File: src/rtl/muldiv_pkg.sv
// muldiv_pkg: shared constants for the RV32M multiply/divide unit.
//   - OP_*  : funct3 encodings for MUL..REMU. The instruction decoder uses these too.
//   - S_*   : FSM state encodings for muldiv_unit.
//   - neg32 : conditional two's-complement helper.
package muldiv_pkg;

    localparam logic [2:0] OP_MUL    = 3'b000;
    localparam logic [2:0] OP_MULH   = 3'b001;
    localparam logic [2:0] OP_MULHSU = 3'b010;
    localparam logic [2:0] OP_MULHU  = 3'b011;
    localparam logic [2:0] OP_DIV    = 3'b100;
    localparam logic [2:0] OP_DIVU   = 3'b101;
    localparam logic [2:0] OP_REM    = 3'b110;
    localparam logic [2:0] OP_REMU   = 3'b111;

    localparam logic [1:0] S_IDLE = 2'd0;
    localparam logic [1:0] S_CALC = 2'd1;
    localparam logic [1:0] S_DONE = 2'd2;

    function automatic logic [31:0] neg32(input logic n, input logic [31:0] v);
        return n ? (32'd0 - v) : v;
    endfunction

endpackage

File: src/rtl/muldiv_unit.sv
// muldiv_unit: iterative RV32M multiply/divide, one radix-2 step per cycle.
//   clk_i   in   rising-edge clock
//   reset_i in   async active-low reset
//   src1    in   [31:0] rs1 (multiplicand / dividend)
//   src2    in   [31:0] rs2 (multiplier / divisor)
//   op      in   [2:0]  funct3 (MUL..REMU)
//   start   in   request, sampled only in IDLE
//   flush   in   abort, forces IDLE at next edge
//   busy    out  high in CALC and DONE
//   done    out  one-cycle result-valid pulse (DONE state)
//   result  out  [31:0] registered result, held until the next DONE
// Operands are reduced to magnitudes at capture time. The sign is applied
// once, when the last iteration writes the result.
module muldiv_unit
    import muldiv_pkg::*;
(
    input  logic        clk_i,
    input  logic        reset_i,
    input  logic [31:0] src1,
    input  logic [31:0] src2,
    input  logic [2:0]  op,
    input  logic        start,
    input  logic        flush,
    output logic        busy,
    output logic        done,
    output logic [31:0] result
);

    logic [1:0]  state;
    logic [4:0]  cnt;
    logic [64:0] acc;      // mul: {carry, product}; div: {remainder, dividend/quotient}
    logic [31:0] opnd;     // multiplicand or divisor magnitude
    logic [2:0]  op_q;
    logic        neg_q;

    // ---- capture-time decode ----
    logic        sgn_a, sgn_b, na, nb, neg_res, spec;
    logic [31:0] mag_a, mag_b, spec_val;

    always_comb begin
        sgn_a   = (op == OP_MUL) || (op == OP_MULH) || (op == OP_MULHSU) ||
                  (op == OP_DIV) || (op == OP_REM);
        sgn_b   = (op == OP_MUL) || (op == OP_MULH) || (op == OP_DIV) || (op == OP_REM);
        na      = sgn_a & src1[31];
        nb      = sgn_b & src2[31];
        mag_a   = neg32(na, src1);
        mag_b   = neg32(nb, src2);
        // Remainder takes the dividend's sign; everything else takes the XOR.
        neg_res = (op == OP_REM) ? na : (na ^ nb);

        spec     = 1'b0;
        spec_val = 32'd0;
        if (op[2]) begin
            if (src2 == 32'd0) begin
                spec     = 1'b1;
                spec_val = op[1] ? src1 : 32'hFFFF_FFFF;
            end else if (((op == OP_DIV) || (op == OP_REM)) &&
                         (src1 == 32'h8000_0000) && (src2 == 32'hFFFF_FFFF)) begin
                spec     = 1'b1;
                spec_val = op[1] ? 32'd0 : 32'h8000_0000;
            end
        end else if ((src1 == 32'd0) || (src2 == 32'd0)) begin
            spec     = 1'b1;
            spec_val = 32'd0;
        end
    end

    // ---- one iteration ----
    logic [32:0] psum;
    logic [64:0] shl;
    logic [33:0] diff;
    logic [64:0] acc_nxt;

    always_comb begin
        // Multiply: conditional add into the upper half, then shift right.
        psum = {1'b0, acc[63:32]} + (acc[0] ? {1'b0, opnd} : 33'd0);
        // Divide: shift left, then trial-subtract the divisor from the upper part.
        shl  = {acc[63:0], 1'b0};
        diff = {acc[64], shl[64:32]} - {2'b00, opnd};
        if (!op_q[2])
            acc_nxt = {1'b0, psum, acc[31:1]};
        else if (!diff[33])
            acc_nxt = {diff[32:0], shl[31:1], 1'b1};
        else
            acc_nxt = shl;
    end

    // ---- final result from the last iteration ----
    logic [63:0] prod;
    logic [31:0] fin;

    always_comb begin
        prod = neg_q ? (64'd0 - acc_nxt[63:0]) : acc_nxt[63:0];
        case (op_q)
            OP_MUL:                        fin = prod[31:0];
            OP_MULH, OP_MULHSU, OP_MULHU:  fin = prod[63:32];
            OP_DIV, OP_DIVU:               fin = neg32(neg_q, acc_nxt[31:0]);
            default:                       fin = neg32(neg_q, acc_nxt[63:32]);
        endcase
    end

    // ---- FSM + datapath registers ----
    always_ff @(posedge clk_i or negedge reset_i) begin
        if (!reset_i) begin
            state  <= S_IDLE;
            cnt    <= 5'd0;
            acc    <= 65'd0;
            opnd   <= 32'd0;
            op_q   <= OP_MUL;
            neg_q  <= 1'b0;
            result <= 32'd0;
        end else if (flush) begin
            state <= S_IDLE;
        end else begin
            case (state)
                S_IDLE: if (start) begin
                    op_q  <= op;
                    neg_q <= neg_res;
                    cnt   <= 5'd0;
                    if (spec) begin
                        result <= spec_val;
                        state  <= S_DONE;
                    end else begin
                        opnd  <= op[2] ? mag_b : mag_a;
                        acc   <= {33'd0, op[2] ? mag_a : mag_b};
                        state <= S_CALC;
                    end
                end
                S_CALC: begin
                    acc <= acc_nxt;
                    cnt <= cnt + 5'd1;
                    if (cnt == 5'd31) begin
                        result <= fin;
                        state  <= S_DONE;
                    end
                end
                S_DONE:  state <= S_IDLE;
                default: state <= S_IDLE;
            endcase
        end
    end

    assign busy = (state == S_CALC) || (state == S_DONE);
    assign done = (state == S_DONE);

endmodule

File: config.mk
export PLATFORM = sky130hd
export DESIGN_NAME = muldiv_unit
export DESIGN_NICKNAME = d
export VERILOG_FILES = /design/src/rtl/muldiv_pkg.sv /design/src/rtl/muldiv_unit.sv
export SDC_FILE = /design/constraint.sdc
export NUM_CORES = 1
export LEC_CHECK = 0
export CORE_MARGIN = 4
export CORE_UTILIZATION = 50
export CTS_CLUSTER_SIZE = 28
export DETAILED_ROUTE_END_ITERATION = 7
export HOLD_SLACK_MARGIN = 0.06
export PLACE_DENSITY = 0.68
export SYNTH_ARGS = -nofsm -noshare
export SYNTH_HDL_FRONTEND = slang
export SYNTH_SLANG_ARGS = --single-unit
File: constraint.sdc
create_clock -name clk_i -period 11.4 [get_ports clk_i]
set_input_delay 3.42 -clock clk_i [delete_from_list [all_inputs] [get_ports clk_i]]
set_output_delay 3.42 -clock clk_i [all_outputs]
set_load 0.05 [all_outputs]
==> results.yml <==
outcome:
  status: "complete, no violations"
sta:
  finalCritPeriodShare: 0.701
  tns_ps: 0
  relSlewSlack: 0.234
  fmax_mhz: 125
  setup_viol: 0
  maxSlewViolCount: 0
  hold_viol_final: 0
  rsz0062_at_grt: "no"
  fin_worst_skew_ps: 11.9
  fin_crit_ps: 7990
  tightest_slew_ps: 1150
synth:
  synth.area.top_cells: "dfrtp_1, o21ai_0, nand2_1"
  synth.cell_area_um2: 16300
  synth_seq_cells: 140
  avgSynthCellArea_um2: 7.24
  synthFlopType: "dfrtp_1"
  synth_area_leader_cell: "dfrtp_1"
  synth_fp_nets: 2403
  seq_area_frac_synth: 0.214
  yosys_warnings: 0
  synth-edff-count: 0
  ys_types: 89
  synthArstFlopShare: 1.00
  synth_cells: 2256
  yosys.area.top_type_share: 0.214
power:
  power_density_nw_per_um2: 354
  p_comb_frac: 0.745
  p_int_mw: 2.70
  finalPower_mw: 6.43
  clkPwrFrac: 0.094
  leakagePower_nw: 7.36
  switching_share: 0.581
  peakVddDrop_v: 0.000157
  power.switching_mw: 3.74
  seq_power_share: 0.161
setup_path:
  crit_required_ps: 11680
  critPathArrivalTime_ps: 8270
  criticalPathCategory: "in -> reg"
  cp-start-kind: "input pin"
  end_kind: "flip-flop"
  critPathMaxStageDelay_ps: 740
  crit_slowest_cell: "nor4_1"
  crit_path_max_fanout: 51
  crit_chain: "clkdlybuf4s50_1 -> inv_1 -> ha_1 -> nor3b_1 -> nand2_1 -> or4_1 -> nor4_1 -> nand4_1 -> o21a_1 -> nand3_1 -> a21o_2 -> buf_4 -> a2111oi_0 -> a21oi_1 -> o21ai_0"
routing:
  drt_first_pass_iters: 6
  postRouteAntennaNets: 0
  vias: 17800
  viasPerCell: 6.56
  wl_um: 63600
  drc_errors: 0
  wl_per_cell_um: 23.4
  drt_iter0_markers: 2080
clock_network:
  post_cts_buffers: 0
  holdBufCountCts: 0
  clock_latency_ps: 440
  clockBufferDepth: 2
  ctsResizeCount: 0
  clk_pin_slew_ps: 70
  numCtsBuffers: 17
  root_buffer: "clkbuf_16"
  htree_levels: 4
  cts_tree: "built"
  clkSinkCount: 140
place:
  portBuffers: 104
  dp_cells: 2682
  routabilityCongestion: 0.991
  dp.final_hpwl_um: 49800
global_routing:
  track_usage: 0.349
  grt_pass1_vias: 16700
  grt_overflow: 0
  grt_max_degree: 114
  grt_pass1_wl_um: 97700
  antenna_found_initial: 4
floorplanning:
  dieWidth_um: 189
  die_h_um: 189
  io_pins: 105
  dieArea_um2: 35600
  core_region_area_um2: 31900
  fp-row-count: 65
  start_util: 0.512
final_layout:
  mostFrequentLayoutCell: "o21ai_0"
  area_growth_syn_to_layout_pct: 11.2
  mostFrequentLayoutCells: "o21ai_0, nand2_1, a21oi_1, nor2_1, dfrtp_1"
  final-instance-count-excl-fill: 2715
  drive_above_1_share: 0.0513
  nets: 2413
hold_path:
  holdCritPathClass: "reg -> reg"
flow_run:
  maxCapViolCount: 0
## worst max-delay path: cells and delay by family
family          cells  cell delay (ps)
compound gates      5             1340
buf+inv             3             1110
fa+ha+maj           1              160
simple gates        6             2190
## registers in the layout, indices dropped and copies added (netlist names)
register	cells
acc	65
opnd	32
result	32
cnt	5
op_q	3
state	2
neg_q	1
## power groups by stage
stage	registers (mW)	clock network [mW]	logic, mW
finish	1.03	0.607	4.79
global route	1.06	0.629	5.16
CTS	1.02	0.607	4.67
detailed placement	1.02	0	4.64
global placement	1.02	0	4.58
floorplan	0.979	0	3.31
## metrics by stage
stage	instance area (um^2)	util	setup slack, ps	hold WS, ps
2_1_floorplan	16300	-	4730	464
3_3_place_gp	17500	0.550	3300	476
3_5_place_dp	17500	0.550	3110	474
4_1_cts	18200	0.570	3560	488
5_1_grt	18200	0.570	2990	512
6_report	18200	0.570	3410	489
## kinds of logic after synthesis
kind of cell               Yosys count  share of synthesized area
AOI/OAI and AO/OA                  804                      0.308
and+or+nand+nor                    775                      0.225
adders and majority gates           76                     0.0591
muxes                               83                     0.0527
DFF                                140                      0.214
xor gates and xnor gates           166                     0.0890
buffers and inverters              212                     0.0511
## area by class of cell
class,count,area [um^2]
repair buffers,124,1190
well taps,435,544
multi-input cells,1904,12000
inverters,79,297
clock buffers,19,443
diodes,1,2.50
fillers,3129,13700
flip-flops and latches,140,3510
clock inverters,13,179
## worst paths after layout
check                           start    endpoint  slack, ps  cells after the start
setup reg to reg              opnd[8]  result[18]       4500                     21
max in group asynchronous     reset_i     op_q[2]       6860                      2
min in group asynchronous     reset_i    opnd[28]       3000                      1
hold / removal             result[18]  result[18]        490                      1
hold reg to reg            result[18]  result[18]        490                      1
setup / recovery              src2[0]      acc[2]       3410                     15
## synth_stat cells (8+ instances only)
master and number:
buf_1 19, mux2_2 24, nor2b_1 14, nor4_1 22
or3_1 17, a21o_1 29, a22o_1 18, and2_1 50
o21ai_0 286, ha_1 74, o31ai_1 32, nand3_1 49
o21bai_1 10, nand2_1 271, a21oi_1 199, xor2_1 80
nand2b_1 19, a31oi_1 23, o211ai_1 23, buf_2 13
or4_1 15, xnor2_1 86, or2_2 10, nand4_1 29
nor2_1 190, a21boi_0 8, and3_1 10, dfrtp_1 140
a22oi_1 11, mux2i_1 59, a211oi_1 29, o41ai_1 11
o21ai_1 8, clkbuf_1 97, o21a_1 12, o2111ai_1 9
a2111oi_0 11, nor3_1 46, o22ai_1 8, inv_1 77
## per-layer routing
metal,share of wire,GRT usage
met3,0.080,0.0485
met1,0.41,0.463
met4,0.063,0.188
met2,0.45,0.553
met5,0.00038,0
Power figures use the tool's default switching activity.
